### config.mk
export PLATFORM = sky130hd
export DESIGN_NAME = hamming_secded_codec
export DESIGN_NICKNAME = d
export VERILOG_FILES = /design/src/rtl/hamming_pkg.sv /design/src/rtl/hamming_syndrome.sv /design/src/rtl/hamming_secded_codec.sv
export SDC_FILE = /design/constraint.sdc
export NUM_CORES = 1
export LEC_CHECK = 0
export ABC_AREA = 1
export ABC_CLOCK_PERIOD_IN_PS = 2000
export BUFFER_PORTS_ARGS = -buffer_cell sky130_fd_sc_hd__buf_2
export CORE_MARGIN = 2
export CORE_UTILIZATION = 50
export DETAILED_ROUTE_END_ITERATION = 10
export GPL_TIMING_DRIVEN = 1
export PLACE_DENSITY = 0.77
export SLEW_MARGIN = 30
export SYNTH_ARGS = -nofsm -noshare
export SYNTH_HDL_FRONTEND = slang
export SYNTH_SLANG_ARGS = --single-unit
### constraint.sdc
create_clock -name clk -period 2 [get_ports clk]
set_input_delay 0.1 -clock clk [delete_from_list [all_inputs] [get_ports clk]]
set_output_delay 0.1 -clock clk [all_outputs]
set_load 0.1 [all_outputs]
### src/rtl/hamming_pkg.sv
// Shared types and codeword position-mapping helpers for the SECDED codec.
// Functions work on a fixed 64-bit vector; callers pass the real data width.
package hamming_pkg;

    localparam int MAX_CW_W = 64;
    localparam int MAX_P_W  = 6;

    typedef logic [MAX_CW_W-1:0] cw_vec_t;

    typedef enum logic [1:0] {
        ST_CLEAN     = 2'd0,
        ST_CORRECTED = 2'd1,
        ST_UNCORR    = 2'd2
    } codec_status_e;

    function automatic int calc_parity_bits(input int dw);
        int p;
        p = 0;
        for (int k = 1; k <= 7; k++) begin
            if (p == 0 && (1 << k) >= dw + k + 1) begin
                p = k;
            end
        end
        return p;
    endfunction

    function automatic logic is_pow2(input int pos);
        return (pos & (pos - 1)) == 0;
    endfunction

    // Places data LSB-first into non-power-of-two slots, then fills parity.
    function automatic cw_vec_t data_to_cw(input cw_vec_t data, input int dw);
        cw_vec_t cw;
        int      cww;
        int      j;
        logic    p;
        cww = dw + calc_parity_bits(dw) + 1;
        cw  = '0;
        j   = 0;
        for (int pos = 1; pos < MAX_CW_W; pos++) begin
            if (pos < cww && !is_pow2(pos)) begin
                cw[pos] = data[j];
                j++;
            end
        end
        for (int k = 0; k < MAX_P_W; k++) begin
            p = 1'b0;
            for (int pos = 1; pos < MAX_CW_W; pos++) begin
                if (pos < cww && pos[k]) begin
                    p = p ^ cw[pos];
                end
            end
            if ((1 << k) < cww) begin
                cw[1 << k] = p;
            end
        end
        cw[0] = ^cw;
        return cw;
    endfunction

    function automatic cw_vec_t cw_to_data(input cw_vec_t cw, input int dw);
        cw_vec_t data;
        int      cww;
        int      j;
        cww  = dw + calc_parity_bits(dw) + 1;
        data = '0;
        j    = 0;
        for (int pos = 1; pos < MAX_CW_W; pos++) begin
            if (pos < cww && !is_pow2(pos)) begin
                data[j] = cw[pos];
                j++;
            end
        end
        return data;
    endfunction

endpackage

### src/rtl/hamming_syndrome.sv
// Combinational Hamming syndrome (XOR of set-bit indices 1..CW_W-1)
// and overall parity across the full codeword.
module hamming_syndrome #(
    parameter int CW_W = 8,
    parameter int P_W  = $clog2(CW_W)
) (
    input  logic [CW_W-1:0] cw,
    output logic [P_W-1:0]  s,
    output logic            g
);

    always_comb begin
        s = '0;
        for (int i = 1; i < CW_W; i++) begin
            if (cw[i]) begin
                s = s ^ P_W'(i);
            end
        end
        g = ^cw;
    end

endmodule

### src/rtl/hamming_secded_codec.sv
// Two-stage valid/ready SECDED codec: capture/encode, then decode/correct
// with saturating corrected/uncorrectable beat counters.
module hamming_secded_codec
    import hamming_pkg::*;
#(
    parameter  int DATA_W = 8,
    parameter  int CNT_W  = 16,
    localparam int P_W    = calc_parity_bits(DATA_W),
    localparam int CW_W   = DATA_W + P_W + 1
) (
    input  logic              clk,
    input  logic              rst,
    input  logic              mode,
    input  logic              in_valid,
    output logic              in_ready,
    input  logic [DATA_W-1:0] in_data,
    input  logic [CW_W-1:0]   in_cw,
    input  logic [CW_W-1:0]   inj_mask,
    output logic              out_valid,
    input  logic              out_ready,
    output logic [DATA_W-1:0] out_data,
    output logic [CW_W-1:0]   out_cw,
    output logic [1:0]        out_status,
    output logic [P_W-1:0]    out_syndrome,
    input  logic              clr_cnt,
    output logic [CNT_W-1:0]  corr_cnt,
    output logic [CNT_W-1:0]  uncorr_cnt
);

    localparam logic [CNT_W-1:0] CNT_MAX = '1;

    logic              s1_valid;
    logic [CW_W-1:0]   s1_cw;
    logic              s1_adv;
    logic              s2_adv;
    logic              out_fire;

    cw_vec_t           enc_full;
    logic [CW_W-1:0]   enc_cw;
    cw_vec_t           dec_full;
    logic [DATA_W-1:0] dec_data;
    logic [CW_W-1:0]   fixed_cw;
    logic [P_W-1:0]    syn;
    logic              gpar;
    codec_status_e     status;
    logic              unused_fn_bits;

    assign s2_adv   = !out_valid || out_ready;
    assign s1_adv   = !s1_valid || s2_adv;
    assign in_ready = s1_adv;
    assign out_fire = out_valid && out_ready;

    always_comb begin
        enc_full = data_to_cw(cw_vec_t'(in_data), DATA_W);
        enc_cw   = enc_full[CW_W-1:0];
    end

    always_ff @(posedge clk or posedge rst) begin
        if (rst) begin
            s1_valid <= 1'b0;
            s1_cw    <= '0;
        end else if (s1_adv) begin
            s1_valid <= in_valid;
            if (in_valid) begin
                s1_cw <= (mode ? in_cw : enc_cw) ^ inj_mask;
            end
        end
    end

    hamming_syndrome #(
        .CW_W (CW_W),
        .P_W  (P_W)
    ) u_syn (
        .cw (s1_cw),
        .s  (syn),
        .g  (gpar)
    );

    // Odd overall parity means one flipped bit; s names it (0 = parity bit).
    always_comb begin
        fixed_cw = s1_cw;
        status   = ST_CLEAN;
        if (gpar) begin
            if (syn == '0) begin
                status = ST_CORRECTED;
            end else if (int'(syn) < CW_W) begin
                status   = ST_CORRECTED;
                fixed_cw = s1_cw ^ (CW_W'(1) << syn);
            end else begin
                status = ST_UNCORR;
            end
        end else if (syn != '0) begin
            status = ST_UNCORR;
        end
        dec_full = cw_to_data(cw_vec_t'(fixed_cw), DATA_W);
        dec_data = dec_full[DATA_W-1:0];
    end

    assign unused_fn_bits = ^{enc_full, dec_full};

    always_ff @(posedge clk or posedge rst) begin
        if (rst) begin
            out_valid    <= 1'b0;
            out_cw       <= '0;
            out_data     <= '0;
            out_status   <= 2'd0;
            out_syndrome <= '0;
        end else if (s2_adv) begin
            out_valid <= s1_valid;
            if (s1_valid) begin
                out_cw       <= s1_cw;
                out_data     <= dec_data;
                out_status   <= status;
                out_syndrome <= syn;
            end
        end
    end

    always_ff @(posedge clk or posedge rst) begin
        if (rst) begin
            corr_cnt   <= '0;
            uncorr_cnt <= '0;
        end else if (clr_cnt) begin
            corr_cnt   <= '0;
            uncorr_cnt <= '0;
        end else if (out_fire) begin
            if (out_status == ST_CORRECTED && corr_cnt != CNT_MAX) begin
                corr_cnt <= corr_cnt + CNT_W'(1);
            end
            if (out_status == ST_UNCORR && uncorr_cnt != CNT_MAX) begin
                uncorr_cnt <= uncorr_cnt + CNT_W'(1);
            end
        end
    end

endmodule
; ---- Word-level counts from Yosys, hierarchy flattened
; Index checks and enable logic that the tools add are counted.
[totals]
regBits = 74
latchBits = 0
ramBits = 0
rom_bits = 0
inputBits = 40
out_inout_bits = 61
wordCells = 88
mem_count = 0
[classes]
addsub = 2
n_mul = 0
div = 0
n_lt_le_gt_ge = 1
n_eq_ne = 4
shifts = 1
muxes = 26
bitwise = 27
reduce_logical = 18
[op_table]
columns = operator, count
row1 = $mux W16, 6
row2 = $reduce_xor A64 Y1, 1
row3 = $mux W13, 4
row4 = $add A16 B1 Y16 const B, 2
row5 = $ne A16 B16 Y1 const B, 2
row6 = $xor A13 B13 Y13, 2
row7 = $mux W4, 5
row8 = $xor A1 B1 Y1, 14
row9 = $reduce_xor A13 Y1, 1
row10 = $shl A1 B4 Y13 const A, 1
row11 = $mux W2, 6
row12 = $mux W3, 4
row13 = $not A2 Y2, 6
row14 = $reduce_and A2 Y1, 4
row15 = $not A3 Y3, 2
row16 = $reduce_bool A2 Y1, 3
row17 = $logic_not A4 Y1, 1
row18 = $lt A4 B4 Y1 const B, 1
row19 = $reduce_bool A4 Y1, 1
row20 = $logic_and A1 B1 Y1, 3
row21 = $not A1 Y1 const A, 3
row22 = $eq A2 B1 Y1 const B, 1
row23 = $eq A2 B2 Y1 const B, 1
row24 = $logic_not A1 Y1, 2
row25 = 2 further kinds, 3

; ---- Depth between registers and ports, before layout
; Gate-level depths: netlist of run 1.
[logic_depth]
depth_word = 25
ltp_mapped = 14
depth_no_buf = 13

; ---- Cells and area by module
; A second synthesis of run 1 with hierarchy kept.
[hier_totals]
cells_unflattened = 625
hier_area_um2 = 4589.4
[by_module_without_submodules]
columns = module, instances, cells_per_inst, area_each_um2, seq_area_each_um2
row1 = hamming_secded_codec, 1, 551, 4232.8, 1851.8
row2 = hamming_syndrome, 1, 74, 356.6, 0.0

; ---- Least setup slack after synthesis of run 1
; Ideal clock, no wire load.
[synth_timing]
kind = reg-to-reg
startpoint = register out_valid
endpoint = register s1_valid
setup_ns = 0.162
t_arrival_ns = 2.671
required_ns = 1.838
slack_ns = -0.833
stages_incl_launch_ff = 5
path_buffers = 1
synth_period_minus_slack_ns = 2.833
path_cell_list = dfrtp_1 nand3_1 nand2_1 clkbuf_1 nand2_1
[synth_between]
elab_chain_cells = 3
[synth_lines]
columns = element, line
row1 = "start, declared", hamming_secded_codec.sv:19  ; output logic out_valid,
row2 = "start signal, assigned", hamming_secded_codec.sv:109  ; out_valid <= s1_valid;
row3 = $logic_not A1 Y1, hamming_secded_codec.sv:48  ; assign s2_adv = !out_valid || out_ready;
row4 = $logic_or A1 B1 Y1, hamming_secded_codec.sv:48
row5 = $logic_or A1 B1 Y1, hamming_secded_codec.sv:49  ; assign s1_adv = !s1_valid || s2_adv;
row6 = named net in_ready, hamming_secded_codec.sv:15  ; output logic in_ready,
row7 = "end signal, assigned", hamming_secded_codec.sv:63  ; s1_valid <= in_valid;
row8 = "end, declared", hamming_secded_codec.sv:32  ; logic s1_valid;
; The timed path passes the listed nets, and every way through them passes these cells.
; A chain may end at the register's enable or synchronous reset.

; ---- Final worst setup path of run 1
[layout_timing]
startpoint = register corr_cnt[0]
endpoint = register corr_cnt[0]
[layout_between]
elab_chain_cells = 4
word_cells_on_any_way = 8
classes_between = add/sub: 1 / eq/ne: 1 / mux: 3 / reduce/logical: 3
[layout_lines]
columns = element, line
row1 = "start, declared", hamming_secded_codec.sv:26  ; output logic [CNT_W-1:0] corr_cnt,
row2 = "start signal, assigned", hamming_secded_codec.sv:128  ; corr_cnt <= corr_cnt + CNT_W'(1);
row3 = $add A16 B1 Y16 / $ne A16 B16 Y1 (equally long branches), "hamming_secded_codec.sv:128, hamming_secded_codec.sv:127"
row4 = $mux W16 / $logic_and A1 B1 Y1 (equally long branches), hamming_secded_codec.sv:127  ; if (out_status == ST_CORRECTED && corr_cnt != CNT_MAX) begin
row5 = $mux W16 / $reduce_bool A2 Y1 (equally long branches), --
row6 = $mux W16 / $reduce_and A2 Y1 (equally long branches), --
; Parallel ways exist; a longest one is shown, timed or not. The select of a mux whose other input is x is not followed.

==> impl_metrics.toml, run 1 <==
[status]
status = "finished, final reports clean"

[power_and_ir_drop]
pwr-share-comb_pct = 51.2
p_sw_share_pct = 53.9
powerDensity_nw_per_um2 = 1190
p_seq_share_pct = 30.7
cellLeakagePower_nw = 2.77
cell_internal_pwr_w = 0.00301
pwr-share-clk_pct = 18.1
netSwitchingPower_w = 0.00352
peakVddDrop_mv = 0.873

[placed_design]
dp_hpwl_um = 8630
port_buffers = 100
gp_routability_congestion = 0.933
dpl_worst_slack_ns = 0.141
place_area_um2 = 5260

[worst_setup_path]
start_kind = "register"
critPathKind = "register to register"
cp-end-kind = "register"
worstPathMaxFanout = 16
crit_slowest_cell = "dfrtp_4"
required_ns = 2.25
cpPeakStageDelay_ns = 0.44
crit_path_cell_trace = "ha_1, nand2_1, nor2_2, nand3_2, nor2_2, nand2_2, nand2_8, inv_2, o21ai_0, a21oi_1"
crit_top_cell = "nor2_2"
cp.arrival_ns = 2.03

[floorplanning]
die_y_um = 100
initial_core_util_pct = 50.8
dieArea_um2 = 10000
fp-row-count = 35
coreArea_um2 = 9110
ios = 101
die-width_um = 100

[timing]
fin_skew_ns = 0.0123
worst_pin_slew_ns = 0.659
holdWs_ns = 0.0200
post-route-period-util_pct = 89.1
finalSetupTns_ns = 0
finalHoldViolations = 0
setup_viol = 0
maxSlewViolCount = 0
clock.fmax_mhz = 561
setup_slack_ns = 0.219
rsz0062_at_grt = "no"
max_slew_margin_pct = 55.7
period_minus_slack_ns = 1.78

[cts]
cts_root_buf = "clkbuf_8"
clk_pin_slew_ns = 0.09
clockBufferDepth = 2
post_cts_buffers = 0
htreeDepth = 3
insertion_delay_ns = 0.35
clock_sinks = 74
cts_tree = "done"
cts_buffers = 9

[yosys]
yosys_warnings = 0
synth-edff-count = 0
synth-adder-area-share_pct = 0.541
syn_inst = 652
ys_ff_latch = 74
synth_top_family_by_area = "simple AND/OR/NAND/NOR gates"
ys.flop_type = "dfrtp_1"
ys_types = 35
synth_compound_area_share_pct = 9.17
muxShareOfSynthArea_pct = 0
synth_seq_area_share_pct = 40.1
synth_xor_xnor_area_share_pct = 6.79
async_reset_ff_share_pct = 100
syn-num-nets = 694
synth_area_um2 = 4620
yosys.area_share.simple_pct = 36.9
syn_area_per_cell_um2 = 7.09

[drt]
via_per_inst = 5.27
dr.first_iter.drc_count = 177
ant_nets = 0
dr_total_vias = 4566
remaining_drc_errors = 0
wire_per_inst_um = 12.9
routed_wl_um = 11200
first_pass_iters = 7

[cells_and_area]
drive_above_1_share_pct = 24.2
final_cell_mix = "238 x nand2_1, 100 x buf_2, 51 x dfrtp_1"
area_growth_pct = 18.8
layout_commonest_cell = "nand2_1"
n_antenna_cell = 0
final_core_util_pct = 60.3
final_net_count = 792
final_cell_area_um2 = 5490

[global_routing]
grt_pass1_wl_um = 19100
overflow = 0
antenna_found_initial = 0
grt_max_degree = 42
grt_usage_pct = 23.5
grt_pass1_vias = 4358

[run]
cap_violations = 0

[hold_path]
hp-class = "input pin to register"
-- worst max-delay path, delay by kind of cell (launching register included) --
family	cells	cell delay, ns
AO/OA/AOI/OAI	2	0.21
buffers and inverters	1	0.10
flip-flops	1	0.44
adder cells (fa/ha/maj)	1	0.18
AND/OR/NAND/NOR	6	0.75
-- per-stage QoR --
stage | total power (W) | std cells
floorplan | 0.00476 | 652
global placement | 0.00530 | 849
detailed placement | 0.00537 | 849
CTS | 0.00655 | 866
global route | 0.00690 | 866
finish | 0.00653 | 866
-- sequential cells by signal, summed over array words and instances, names as in the netlist --
| register | cells |
|---|---|
| s1_valid | 1 |
| corr_cnt | 16 |
| out_status | 2 |
| out_cw | 13 |
| s1_cw | 13 |
| out_data | 8 |
| out_valid | 1 |
| out_syndrome | 4 |
| uncorr_cnt | 16 |
-- final cells by class --
type | instances | area (um2)
clock inverters | 6 | 66.3
inverters | 55 | 210
fillers | 835 | 3620
flip-flops and latches | 74 | 1890
repair buffers | 107 | 556
clock buffers | 10 | 138
multi-input cells | 503 | 2500
well taps | 111 | 139
-- what timing repair did --
item	4_1_cts	5_1_grt
hold buffers	1	0
endpoints found under the hold margin	74	0
endpoints found under the setup margin	0	15
gates resized for setup	0	4
-- power by group through the flow --
stage,registers (W),clock network (W),logic [W]
2_1_floorplan,0.00359,0,0.00118
3_3_place_gp,0.00202,0,0.00328
3_5_place_dp,0.00203,0,0.00333
4_1_cts,0.00201,0.00120,0.00335
5_1_grt,0.00205,0.00126,0.00359
6_report,0.00200,0.00118,0.00334
-- worst paths after layout --
| check | start | to | slack, ns | cells past startpoint |
|---|---|---|---|---|
| max in group asynchronous | rst | uncorr_cnt[0] | 1.15 | 4 |
| worst min register to register | out_syndrome[3] | out_syndrome[3] | 0.48 | 2 |
| min in group asynchronous | rst | corr_cnt[12] | 0.42 | 4 |
| worst min-delay path | inj_mask[1] | s1_cw[1] | 0.02 | 4 |
| worst max-delay path | corr_cnt[0] | corr_cnt[0] | 0.22 | 10 |
| worst max register to register | corr_cnt[0] | corr_cnt[0] | 0.22 | 10 |
-- layer usage --
layer	track usage [%]	part of all wire, %	vias up
li1	-	-	2285
met1	29.1	43	2093
met2	40.5	48	167
met3	5.85	6.6	21
met4	7.48	1.8	0
met5	0	0	-
-- cell families after synthesis --
logic type | count (synthesis)
flops | 74
fa+ha+maj | 2
compound gates | 77
simple gates | 389
buf+inv | 75
xor+xnor | 35
-- cells in the mapped netlist, types with 2 or more instances --
cell type  instances  area [um2]
nand2_1          238         893
dfrtp_1           74        1850
inv_1             49         184
nand3_1           47         235
nor2_1            47         176
o21ai_0           43         215
xnor2_1           18         158
xor2_1            16         140
nand4_1           13        81.3
nor3_1            13        65.1
a21oi_1           11        55.1
clkbuf_1          11        41.3
o21ai_1           10        50.1
nand2_2            9        56.3
o31ai_1            9        67.6
buf_2              6        30.0
inv_2              6        22.5
nand3_2            5        50.1
nand3b_1           4        30.0
nand2_4            3        33.8
or2_2              3        18.8
a21oi_2            2        17.5
buf_4              2        15.0
ha_1               2        25.0
Note: power is estimated with default switching activity, not from simulation.
==> inputs of run 2 (changes only) <==
==> constraint.sdc (replaced) <==
create_clock -name clk -period 2 [get_ports clk]
set_input_delay 0.2 -clock clk [delete_from_list [all_inputs] [get_ports clk]]
set_output_delay 0.2 -clock clk [all_outputs]
set_load 0.1 [all_outputs]
==> impl_metrics.toml, run 2 (synthesis results as in run 1) <==
[cts]
cts_buffers = 9
clock_sinks = 74
clockBufferDepth = 2
cts_root_buf = "clkbuf_8"
post_cts_buffers = 0
htreeDepth = 3
cts_tree = "done"
clk_pin_slew_ns = 0.09
insertion_delay_ns = 0.36

[power_and_ir_drop]
peakVddDrop_mv = 0.877
cellLeakagePower_nw = 2.78
powerDensity_nw_per_um2 = 1190

[timing]
clock.fmax_mhz = 558
worst_pin_slew_ns = 0.702
rsz0062_at_grt = "no"
setup_viol = 0
post-route-period-util_pct = 89.7
holdWs_ns = 0.137
finalSetupTns_ns = 0
finalHoldViolations = 0
fin_skew_ns = 0.0142
max_slew_margin_pct = 52.8
period_minus_slack_ns = 1.79
maxSlewViolCount = 0

[cells_and_area]
final_net_count = 791
drive_above_1_share_pct = 23.9
top_regs = "corr_cnt: 16 flops, uncorr_cnt: 16 flops"
final_cell_mix = "238 x nand2_1, 100 x buf_2, 51 x dfrtp_1"
layout_commonest_cell = "nand2_1"
area_growth_pct = 19.0
n_antenna_cell = 0

[floorplanning]
die-width_um = 100
initial_core_util_pct = 50.8
coreArea_um2 = 9110
ios = 101
die_y_um = 100
fp-row-count = 35
dieArea_um2 = 10000

[global_routing]
overflow = 0
antenna_found_initial = 0
grtUsageMet1_pct = 30.9
use_met2_pct = 40.6
grt_pass1_vias = 4387
use_met3_pct = 3.62
grt_pass1_wl_um = 19500
busiest_layer = "met2"
grt_usage_pct = 23.9
grt_max_degree = 44

[worst_setup_path]
cpPeakStageDelay_ns = 0.44
required_ns = 2.25
cp.arrival_ns = 2.04
start_kind = "register"
worstPathMaxFanout = 16
crit_path_cell_trace = "ha_1, nand2_1, nor2_2, nand3_2, nor2_2, nand2_2, nand2_8, inv_2, o21ai_0, a21oi_1"
regToRegSetupSlack_ns = 0.21
crit_slowest_cell = "dfrtp_4"
reg2reg_depth = 10
crit_top_cell = "nor2_2"
cp-end-kind = "register"
reg2reg_to = "corr_cnt[0]"
critPathKind = "register to register"
r2r-start = "corr_cnt[0]"

[drt]
routed_wl_um = 11400
wire_per_inst_um = 13.2
via_per_inst = 5.31
ant_nets = 0
first_pass_iters = 5
remaining_drc_errors = 0
dr.first_iter.drc_count = 244
dr_total_vias = 4591

[placed_design]
gp_routability_congestion = 0.924
port_buffers = 100
dp_hpwl_um = 8710

[hold_path]
hold_end = "s1_cw[1]"
hp-class = "input pin to register"
worstHoldStart = "inj_mask[1]"
hold_path_depth = 4

[status]
status = "finished, final reports clean"

[run]
cap_violations = 0
==> run 2: cell count changes in the layout (fill, tap and decap cells not counted) <==
cell / before / now
buf_12: 0 / 1
clkinv_4: 1 / 0
clkbuf_1: 0 / 2
clkbuf_8: 10 / 12
clkinvlp_4: 4 / 1
buf_4: 6 / 4
==> run 2: layer usage <==
metal  part of all wire [%]  wire (um)
met4                    2.2        253
met5                      0          0
met1                     43       4960
met2                     49       5540
met3                    5.8        659
==> run 2: what timing repair did <==
| item | 4_1_cts | 5_1_grt |
|---|---|---|
| gates resized for setup | 0 | 4 |
| hold buffers | 1 | 0 |
| endpoints found under the hold margin | 11 | 0 |
| setup endpoints to repair | 0 | 13 |
==> run 2: where the power goes <==
group	switching [W]	total (W)	internal, W	leakage (nW)
clock network	0.000557	0.00124	0.000679	0.107
logic	0.00270	0.00332	0.000624	1.76
registers	0.000234	0.00201	0.00177	0.923
==> run 2: worst max-delay path by stage <==
stage	startpoint	endpoint	slack [ns]
global placement	corr_cnt[0]	corr_cnt[0]	0.21
global route	uncorr_cnt[0]	uncorr_cnt[9]	0.03
CTS	uncorr_cnt[0]	uncorr_cnt[6]	0.12
floorplan	out_status[0]	corr_cnt[3]	0.007
detailed placement	uncorr_cnt[0]	uncorr_cnt[6]	0.14
finish	corr_cnt[0]	corr_cnt[0]	0.21
==> run 2: area by class of cell <==
cell class                      instances  area, um2
Fill cell                             850       3610
Multi-Input combinational cell        503       2500
Sequential cell                        74       1890
Timing Repair Buffer                  106        561
Inverter                               55        210
Clock buffer                           14        173
Tap cell                              111        139
Clock inverter                          2       35.0
==> run 2: critical path, delay by kind of cell (launching register included) <==
kind	cells	cell delay [ns]
AO/OA/AOI/OAI	2	0.21
adder cells (fa/ha/maj)	1	0.17
buffers and inverters	1	0.10
flip-flops	1	0.44
AND/OR/NAND/NOR	6	0.77
==> run 2: metrics by stage <==
| stage | util [%] | setup WS [ns] | power (W) | cells | area [um2] |
|---|---|---|---|---|---|
| floorplan | - | 0.00650 | 0.00476 | 652 | 4670 |
| detailed placement | 57.8 | 0.136 | 0.00536 | 848 | 5270 |
| global placement | 57.8 | 0.210 | 0.00530 | 848 | 5270 |
| global route | 60.4 | 0.0269 | 0.00694 | 865 | 5500 |
| CTS | 60.2 | 0.123 | 0.00660 | 865 | 5480 |
| finish | 60.4 | 0.207 | 0.00657 | 865 | 5500 |
==> inputs of run 3 (changes only) <==
--- a/config.mk
+++ b/config.mk
@@ -16,4 +16,5 @@
 export SLEW_MARGIN = 30
 export SYNTH_ARGS = -nofsm -noshare
 export SYNTH_HDL_FRONTEND = slang
+export SYNTH_HIERARCHICAL = 1
 export SYNTH_SLANG_ARGS = --single-unit
==> impl_metrics.toml, run 3 <==
[floorplanning]
die_y_um = 99.8
initial_core_util_pct = 52.1
coreArea_um2 = 8810
fp-row-count = 34
die-width_um = 99.8
dieArea_um2 = 9960
ios = 101

[yosys]
syn_inst = 625
yosys-top-cells-count = "194 x nand2_1, 74 x dfrtp_1, 68 x inv_1"
async_reset_ff_share_pct = 100
syn_area_per_cell_um2 = 7.34
synthTopCellsByArea = "dfrtp_1 40%, nand2_1 16%, inv_1 5.6%, nand3_1 4.7%, xor2_1 4.6%"
ys.flop_type = "dfrtp_1"
synth_seq_area_share_pct = 40.3
yosysMostFrequentCell = "nand2_1"
syn-num-nets = 667
synth_area_um2 = 4590
yosys_warnings = 6
netlist.area_leader.share_pct = 40.3
ys_ff_latch = 74
synth-edff-count = 0
ys_types = 38
synth_top_cell_by_area = "dfrtp_1"

[cts]
clock_sinks = 74
cts_tree = "done"
clockBufferDepth = 2
cts_buffers = 9
cts_root_buf = "clkbuf_8"
htreeDepth = 3
insertion_delay_ns = 0.35
clk_pin_slew_ns = 0.07

[drt]
via_per_inst = 5.17
dr.first_iter.drc_count = 232
wire_per_inst_um = 13.2
dr_total_vias = 4423
first_pass_iters = 4
remaining_drc_errors = 0
routed_wl_um = 11300
ant_nets = 0

[worst_setup_path]
regToRegSetupSlack_ns = 0.11
reg2reg_to = "out_data[6]"
crit_path_cell_trace = "inv_1, nand2_1, nand2_2, inv_2, nand2_2, nand2_4, nand2_4, nand3_1, nand2_2, inv_2, nor3_2, nand2_1, a22oi_1, o31ai_1"
required_ns = 2.23
crit_top_cell = "nand2_2"
r2r-start = "s1_cw[5]"
start_kind = "register"
cp.arrival_ns = 2.11
cpPeakStageDelay_ns = 0.43
critPathKind = "register to register"
crit_start = "s1_cw[5]"
crit_cells = 14
cp-end-kind = "register"
endpoint = "out_data[6]"
critPathBufInv = 3
crit_family = "simple AND/OR/NAND/NOR gates"
reg2reg_depth = 14
crit_slowest_cell = "dfrtp_1"
worstPathMaxFanout = 5

[cells_and_area]
top_regs = "corr_cnt: 16 flops, uncorr_cnt: 16 flops"
area_growth_pct = 25.3
final_net_count = 784
layout_commonest_cell = "nand2_1"
final_cell_mix = "188 x nand2_1, 100 x buf_2, 63 x inv_1"
final_core_util_pct = 65.3
n_antenna_cell = 0
drive_above_1_share_pct = 31.1
final_cell_area_um2 = 5750

[global_routing]
antenna_found_initial = 0
grt_pass1_wl_um = 18600
overflow = 0
grt_pass1_vias = 4097
grt_usage_pct = 23.0
grt_max_degree = 43

[power_and_ir_drop]
netSwitchingPower_w = 0.00371
pwr-share-comb_pct = 51.9
cellLeakagePower_nw = 2.86
p_seq_share_pct = 28.2
powerDensity_nw_per_um2 = 1240
peakVddDrop_mv = 1.22
total_power_w = 0.00715
cell_internal_pwr_w = 0.00344
pwr-share-clk_pct = 20.0
p_sw_share_pct = 51.9

[hold_path]
hp-class = "input pin to register"
hold_path_depth = 4

[run]
cap_violations = 0

[status]
status = "finished, final reports clean"

[timing]
post-route-period-util_pct = 94.3
clock.fmax_mhz = 530
period_minus_slack_ns = 1.89
setup_viol = 0
rsz0062_at_grt = "yes"
holdWs_ns = 0.128
finalHoldViolations = 0
finalSetupTns_ns = 0
fin_skew_ns = 0.0114
worst_pin_slew_ns = 0.512
max_slew_margin_pct = 65.6
maxSlewViolCount = 0

[placed_design]
port_buffers = 100
dp_hpwl_um = 8670
place_area_um2 = 5310
gp_routability_congestion = 0.886
-- run 3: cell types whose count changed in the layout (fill, tap and decap cells not counted), moves of 6 or more --
cell / before / now
o21ai_0: 43 / 36
nand2_2: 9 / 15
buf_4: 4 / 20
dfrtp_2: 21 / 27
dfrtp_1: 51 / 43
inv_1: 47 / 63
o31ai_1: 9 / 15
nand2_1: 238 / 188
o21ai_1: 10 / 2
xor2_1: 16 / 22
nand4_1: 13 / 5
-- run 3: tightest hold or removal path: stages --
cell and delay [ns]:
buf_2 0.09, nand2_1 0.05, nand3_1 0.06, nand2_1 0.05
-- run 3: kinds of logic after synthesis --
kind of cell             after synthesis  synth area share (%)
adder cells (fa/ha/maj)                2                 0.545
buffers and inverters                 97                  8.48
XOR/XNOR                              46                  8.94
flip-flops                            74                  40.3
AO/OA/AOI/OAI                         74                  9.87
AND/OR/NAND/NOR                      332                  31.8
-- run 3: cell type report --
cell class / count / area [um2]
clock buffer: 11 / 141
inverter: 80 / 314
sequential: 74 / 1900
timing repair buffer: 122 / 681
fill: 767 / 3060
tap: 108 / 135
multi-input combinational: 455 / 2480
clock inverter: 5 / 103
-- run 3: repair_timing --
| item | CTS | global route |
|---|---|---|
| hold buffers | 1 | 0 |
| endpoints found under the setup margin | 0 | 16 |
| setup buffers | 0 | 11 |
| hold endpoints to repair | 16 | 0 |
| gates resized for setup | 0 | 30 |
-- run 3: worst min-delay path by stage --
stage	start	endpoint	slack [ns]
after floorplan	inj_mask[2]	s1_cw[2]	0.37
after global placement	rst	corr_cnt[1]	0.22
after detailed placement	rst	corr_cnt[1]	0.22
after CTS	inj_mask[2]	s1_cw[2]	0.12
after global routing	inj_mask[6]	s1_cw[6]	0.14
final	inj_mask[2]	s1_cw[2]	0.13
-- run 3: power groups by stage --
stage / registers (W) / clock network (W) / logic [W]
finish: 0.00201 / 0.00143 / 0.00371
detailed placement: 0.00203 / 0 / 0.00345
global placement: 0.00203 / 0 / 0.00340
global route: 0.00206 / 0.00151 / 0.00395
floorplan: 0.00370 / 0 / 0.00115
CTS: 0.00201 / 0.00144 / 0.00346
-- run 3: through the flow --
| step | instances | worst slack (ns) |
|---|---|---|
| floorplan | 625 | 0.00272 |
| global placement | 826 | 0.0861 |
| detailed placement | 826 | 0.0482 |
| CTS | 843 | 0.00174 |
| global route | 855 | -0.0657 |
| finish | 855 | 0.115 |
-- run 3: layer usage --
layer	wire (um)	track usage [%]	part of all wire, %	vias up
met4	174	6.11	1.5	0
li1	-	-	-	2214
met5	0	0	0	-
met3	721	4.39	6.4	15
met1	4860	29.7	43	2040
met2	5560	39.7	49	154
